File: src/rtl/icache_line_fill_pkg.sv
// Shared configuration and FSM state type for the I-cache line-fill engine.
package icache_line_fill_pkg;

  localparam int unsigned CFG_XLEN = 32;
  localparam int unsigned CLP      = 128;

  typedef enum logic [1:0] {
    S_IDLE,
    S_ISSUE,
    S_WAIT,
    S_DONE
  } fill_state_t;

endpackage

File: src/rtl/icache_line_fill.sv
// Fetches one cache line as BEATS bus words, issuing addresses and collecting
// in-order read beats into a line register presented to the I-cache.
module icache_line_fill
  import icache_line_fill_pkg::*;
#(
  parameter int unsigned XLEN   = CFG_XLEN,
  parameter int unsigned CLSIZE = CLP
) (
  input  logic              clk_i,
  input  logic              rst_ni,
  input  logic              c_strobe_i,
  input  logic [XLEN-1:0]   c_addr_i,
  output logic              c_ready_o,
  output logic [CLSIZE-1:0] c_data_o,
  output logic              b_req_o,
  output logic [XLEN-1:0]   b_addr_o,
  input  logic              b_gnt_i,
  input  logic              b_rvalid_i,
  input  logic [XLEN-1:0]   b_rdata_i
);

  localparam int unsigned BEATS     = CLSIZE / XLEN;
  localparam int unsigned WORD_BITS = $clog2(BEATS);
  localparam logic [WORD_BITS-1:0] LAST     = WORD_BITS'(BEATS - 1);
  localparam logic [XLEN-1:0]      OFS_MASK = XLEN'(BEATS * 4 - 1);

  fill_state_t           r_state, w_next_state;
  logic [WORD_BITS-1:0]  r_issue_cnt, r_data_cnt;
  logic [XLEN-1:0]       r_base;
  logic [CLSIZE-1:0]     r_data;
  logic                  w_grant, w_beat, w_last_beat;

  assign w_grant     = (r_state == S_ISSUE) && b_gnt_i;
  assign w_beat      = ((r_state == S_ISSUE) || (r_state == S_WAIT)) && b_rvalid_i;
  assign w_last_beat = w_beat && (r_data_cnt == LAST);

  always_comb begin
    w_next_state = r_state;
    c_ready_o    = 1'b0;
    b_req_o      = 1'b0;
    b_addr_o     = '0;
    case (r_state)
      S_IDLE:  if (c_strobe_i) w_next_state = S_ISSUE;
      S_ISSUE: begin
        b_req_o  = 1'b1;
        b_addr_o = r_base + XLEN'({r_issue_cnt, 2'b00});
        if (w_last_beat)                            w_next_state = S_DONE;
        else if (w_grant && (r_issue_cnt == LAST)) w_next_state = S_WAIT;
      end
      S_WAIT:  if (w_last_beat) w_next_state = S_DONE;
      S_DONE: begin
        c_ready_o    = 1'b1;
        w_next_state = S_IDLE;
      end
      default: w_next_state = S_IDLE;
    endcase
  end

  // Counters saturate at LAST instead of wrapping; the state change ends the fill.
  always_ff @(posedge clk_i or negedge rst_ni) begin
    if (!rst_ni) begin
      r_state     <= S_IDLE;
      r_issue_cnt <= '0;
      r_data_cnt  <= '0;
      r_base      <= '0;
      r_data      <= '0;
    end else begin
      r_state <= w_next_state;
      if ((r_state == S_IDLE) && c_strobe_i) begin
        r_base      <= c_addr_i & ~OFS_MASK;
        r_issue_cnt <= '0;
        r_data_cnt  <= '0;
      end
      if (w_grant && (r_issue_cnt != LAST))
        r_issue_cnt <= r_issue_cnt + WORD_BITS'(1);
      if (w_beat) begin
        for (int unsigned i = 0; i < BEATS; i++) begin
          if (r_data_cnt == WORD_BITS'(i))
            r_data[CLSIZE-1-XLEN*i -: XLEN] <= b_rdata_i;
        end
        if (r_data_cnt != LAST)
          r_data_cnt <= r_data_cnt + WORD_BITS'(1);
      end
    end
  end

  assign c_data_o = r_data;

endmodule

File: config.mk
export PLATFORM = sky130hd
export DESIGN_NAME = icache_line_fill
export DESIGN_NICKNAME = d
export VERILOG_FILES = /design/src/rtl/icache_line_fill_pkg.sv /design/src/rtl/icache_line_fill.sv
export SDC_FILE = /design/constraint.sdc
export NUM_CORES = 1
export LEC_CHECK = 0
export ABC_AREA = 1
export BUFFER_PORTS_ARGS = -buffer_cell sky130_fd_sc_hd__clkbuf_2
export CORE_ASPECT_RATIO = 2
export CORE_MARGIN = 2
export CORE_UTILIZATION = 50
export CTS_CLUSTER_SIZE = 14
export DETAILED_ROUTE_END_ITERATION = 7
export PLACE_DENSITY = 0.82
export SKIP_LAST_GASP = 1
export SYNTH_ARGS = -nofsm -noshare
export SYNTH_HDL_FRONTEND = slang
export SYNTH_SLANG_ARGS = --single-unit
File: constraint.sdc
create_clock -name clk_i -period 2.8 [get_ports clk_i]
set_input_delay 0.84 -clock clk_i [delete_from_list [all_inputs] [get_ports clk_i]]
set_output_delay 0.84 -clock clk_i [all_outputs]
set_load 0.01 [all_outputs]
# Word level (Yosys, flattened, before mapping)
# Index checks and enable logic that the tools add are counted.
# op_classes
n_reduce_logical,15
n_addsub,3
mux,13
n_eq_ne,12
# op_table
op,n
adder 32 x 4 -> 32 bit,1
two-way mux 32 bit,1
two-way mux 2 bit,9
== test 2 bit (second input constant),5
inequality test 2 bit (second input constant),4
case mux 2 bit (4 select lines),1
AND reduction 2 bit,4
logical AND 1 bit,6
adder 2 x 1 -> 2 bit (second input constant),2
== test 2 x 1 -> 1 bit (second input constant),2
logical NOT 2 bit,2
inequality test 3 x 2 -> 1 bit (second input constant),1
AND reduction 3 bit,1
two-way mux 1 bit,2
nonzero test 2 bit,1
logical OR 1 bit,1
# totals
reg_bits,162
word_cells,51
out_inout_bits,162

# Logic depth before layout (Yosys ltp)
# logic_depth
ltp_word,6
mapped_depth,10

# Least setup slack after synthesis
# Ideal clock, no wire load.
# synth_timing
path_kind,reg2out
start,reg r_state[1]
end,out b_addr_o[2]
t_arrival_ns,1.256
slack_ns,0.704
required_time_ns,1.960
path_stages_with_launch,7
n_path_buf,2
path_cell_list,dfrtp_1 inv_1 ha_1 clkbuf_1 buf_2 nand2_1 inv_1
# synth_between
elab_chain_len,2
# synth_rtl
element,line_no,rtl
"start, declared",icache_line_fill.sv:27,"fill_state_t r_state, w_next_state;"
"start signal, assigned",icache_line_fill.sv:68,r_state <= w_next_state;
== test 2 x 1 -> 1 bit,icache_line_fill.sv:42,case (r_state)
two-way mux 32 bit,icache_line_fill.sv:42,
"end, declared",icache_line_fill.sv:16,"output logic [XLEN-1:0] b_addr_o,"
# Every way passes these cells.

# Final worst setup path
# layout_timing
start,reg r_state[1]
end,out b_addr_o[20]
# The elaborated chain is that of the path after synthesis.

==> results.md <==
- Gp weighted congestion: 0.818
- Power Density: 1200 nW/um2
- Vias in the first global route: 5126
- Worst vdd ir: 711 uV
- Mapped Cells: 629
- R2R depth: 6
- Ports: 231
- Status: complete, no violations
- CP required: 1.96 ns
- Setup crit end: b_addr_o[20]
- Post-CTS setup buffers: 0
- Final setup viols: 0
- P_leak: 4.69 nW
- Relative slew slack: 0.502
- DP Wirelength: 11.1 mm
- Final hold viol count: 0
- EDFF count, synth: 0
- Synth top cells by count: 174 x nand2_1, 162 x dfrtp_1, 79 x o21ai_0, 71 x inv_1, 29 x o21ai_1
- Final period util: 0.927
- Die Wd: 85.3 um
- GRT Util Overall: 0.229
- Final wirelength: 15.4 mm
- Largest net degree at the start of global routing: 65
- Max Freq: 385 MHz
- CTS tree: done
- Ranking of synthesized cells by area: dfrtp_1 61%, nand2_1 9.9%, o21ai_0 6.0%
- Area leader, netlist: dfrtp_1
- Setup TNS: 0 ns
- Count of different cell masters after synthesis: 22
- Starting DRT DRC Count: 212
- IO buf count: 224
- Yosys reg bits: 162
- Main flop type after synthesis: dfrtp_1
- Yosys top cell area share: 0.613
- RR Startpoint: r_state[0]$_DFFE_PN0P_
- YS warnings: 0
- CP max FO: 34
- Clk slew on worst S/H paths: 0.07 ns
- Crit Path Category: flip-flop to primary output
- Crit start category: flip-flop
- Worst-case clock buffer depth: 2
- CP startpoint: r_state[1]$_DFFE_PN0P_
- Htree depth: 4
- Grt total ovfl: 0
- Layout Area Growth over Synthesis: 25.3%
- Share of cells above drive strength 1: 0.368
- Worst-margin pin slew: 0.744 ns
- Clock Skews: 0.0124 ns
- ANT cells: 0
- ANT nets after route: 0
- Post-CTS Hold Buffers: 0
- Die ar.: 14200 um2
- Core Region: 13000 um2
- Worst R2R End: c_data_o[59]$_DFFE_PN0P_
- Wire per inst: 15.3 um
- Placed Area: 7670 um2
- Top-count cell post-synth: nand2_1
- Number of max-cap violations: 0
- Post-layout nets: 925
- Pre-antenna DRT Iters: 4
- Clock root buffer: clkbuf_16
- Seq/Total Area, Yosys: 0.613
- Crit path DAT: 1.76 ns
- Crit. End Element: primary output
- Drt drc: 0
- Cell area after synthesis: 6610 um2
- Syn avg cell area: 10.5 um2
- Drt via density: 4.91
- DR vias: 4964
- Worst skew pair latency: 0.41 ns
- Reg-to-reg slack, setup: 0.83 ns
- Global-route wire length before repair: 25.5 mm
- Synth async-reset ratio: 1.00
- Initial core utilization: 0.509
- Finished Cell Area: 8290 um2
- Clock sinks: 162
- Row cnt: 59
- CTS Buf Count: 17
- Worst min path class: input pin to asynchronous set/reset pin
- Initial antenna violation count: 0
- Slew Limit Fails: 0
- Unrepaired setup endpoints after global routing: no
- Die height: 167 um
- Fin crit period: 2.60 ns
- Post-CTS sizing: 0
-- metal layers --
| layer | vias to the layer above | share of wire | global-route usage |
|---|---|---|---|
| met1 | 2345 | 0.37 | 0.255 |
| li1 | 2425 | - | - |
| met4 | 0 | 0.028 | 0.0856 |
| met5 | - | 0 | 0 |
| met2 | 170 | 0.55 | 0.415 |
| met3 | 24 | 0.053 | 0.0525 |
-- per-stage QoR --
step / power [W] / utilization / setup WS (ns) / hold WS, ns / std cells
global placement: 0.00741 / 0.591 / 0.652 / 0.465 / 979
global route: 0.0106 / 0.638 / 0.0603 / 0.421 / 1010
detailed placement: 0.00760 / 0.591 / 0.638 / 0.468 / 979
finish: 0.00991 / 0.638 / 0.203 / 0.388 / 1010
floorplan: 0.00618 / - / 0.704 / 0.464 / 630
CTS: 0.0100 / 0.638 / 0.184 / 0.401 / 1010
-- registers in the layout, indices dropped and copies added (netlist names) --
name,flops
r_issue_cnt,2
c_data_o,128
r_data_cnt,2
r_state,2
r_base,28
-- worst max-delay path, stage by stage (launching register included) --
cell	delay [ns]
dfrtp_1	0.43
inv_1	0.12
ha_1	0.18
buf_4	0.32
nand2_1	0.09
inv_1	0.07
clkbuf_2	0.13
-- where the power goes --
part,total (W),switching (W),internal [W]
clock,0.00239,0.000950,0.00144
sequential,0.00399,0.000593,0.00340
combinational,0.00353,0.00210,0.00144
total,0.00991,0.00364,0.00627
-- cells by family (layout without fill, tap and decap cells) --
kind of cell,count (synthesis),after routing,synth area share
simple gates,190,190,0.115
flops,162,162,0.613
compound gates,131,131,0.112
buf+inv,107,335,0.0931
mux,28,28,0.0477
fa+ha+maj,10,10,0.0189
other cells,1,2,0.000567
-- layout by cell type (no fill, tap or decap), types with 2 or more instances in the layout --
cell type,instances
clkinv_4,3
mux2_2,23
buf_4,5
nand2_4,3
clkinvlp_4,3
clkbuf_16,17
ha_1,10
buf_12,2
conb_1,2
dfrtp_1,162
inv_1,71
nand2_1,174
nand2_2,3
o21ai_2,22
bufinv_16,3
nand3_1,8
clkbuf_2,223
o21ai_1,29
inv_6,3
mux2_1,5
o21ai_0,79
-- worst min-delay path by stage --
| stage | cells past startpoint | start | to | slack [ns] |
|---|---|---|---|---|
| after floorplan | 1 | r_base[10]$_DFFE_PN0P_ | r_base[10]$_DFFE_PN0P_ | 0.46 |
| after global placement | 2 | c_data_o[28]$_DFFE_PN0P_ | c_data_o[28]$_DFFE_PN0P_ | 0.46 |
| after detailed placement | 2 | c_data_o[0]$_DFFE_PN0P_ | c_data_o[0]$_DFFE_PN0P_ | 0.47 |
| after CTS | 1 | rst_ni | c_data_o[84]$_DFFE_PN0P_ | 0.40 |
| after global routing | 1 | rst_ni | c_data_o[84]$_DFFE_PN0P_ | 0.42 |
| final | 1 | rst_ni | c_data_o[84]$_DFFE_PN0P_ | 0.39 |
-- layout make-up --
type / instances / area, um2
Fill cell: 1078 / 4700
Sequential cell: 162 / 4050
Multi-Input combinational cell: 361 / 1950
Timing Repair Buffer: 231 / 1200
Clock buffer: 18 / 439
Inverter: 73 / 277
Tap cell: 152 / 190
Clock inverter: 13 / 176
(Power assumes the default switching activity.)
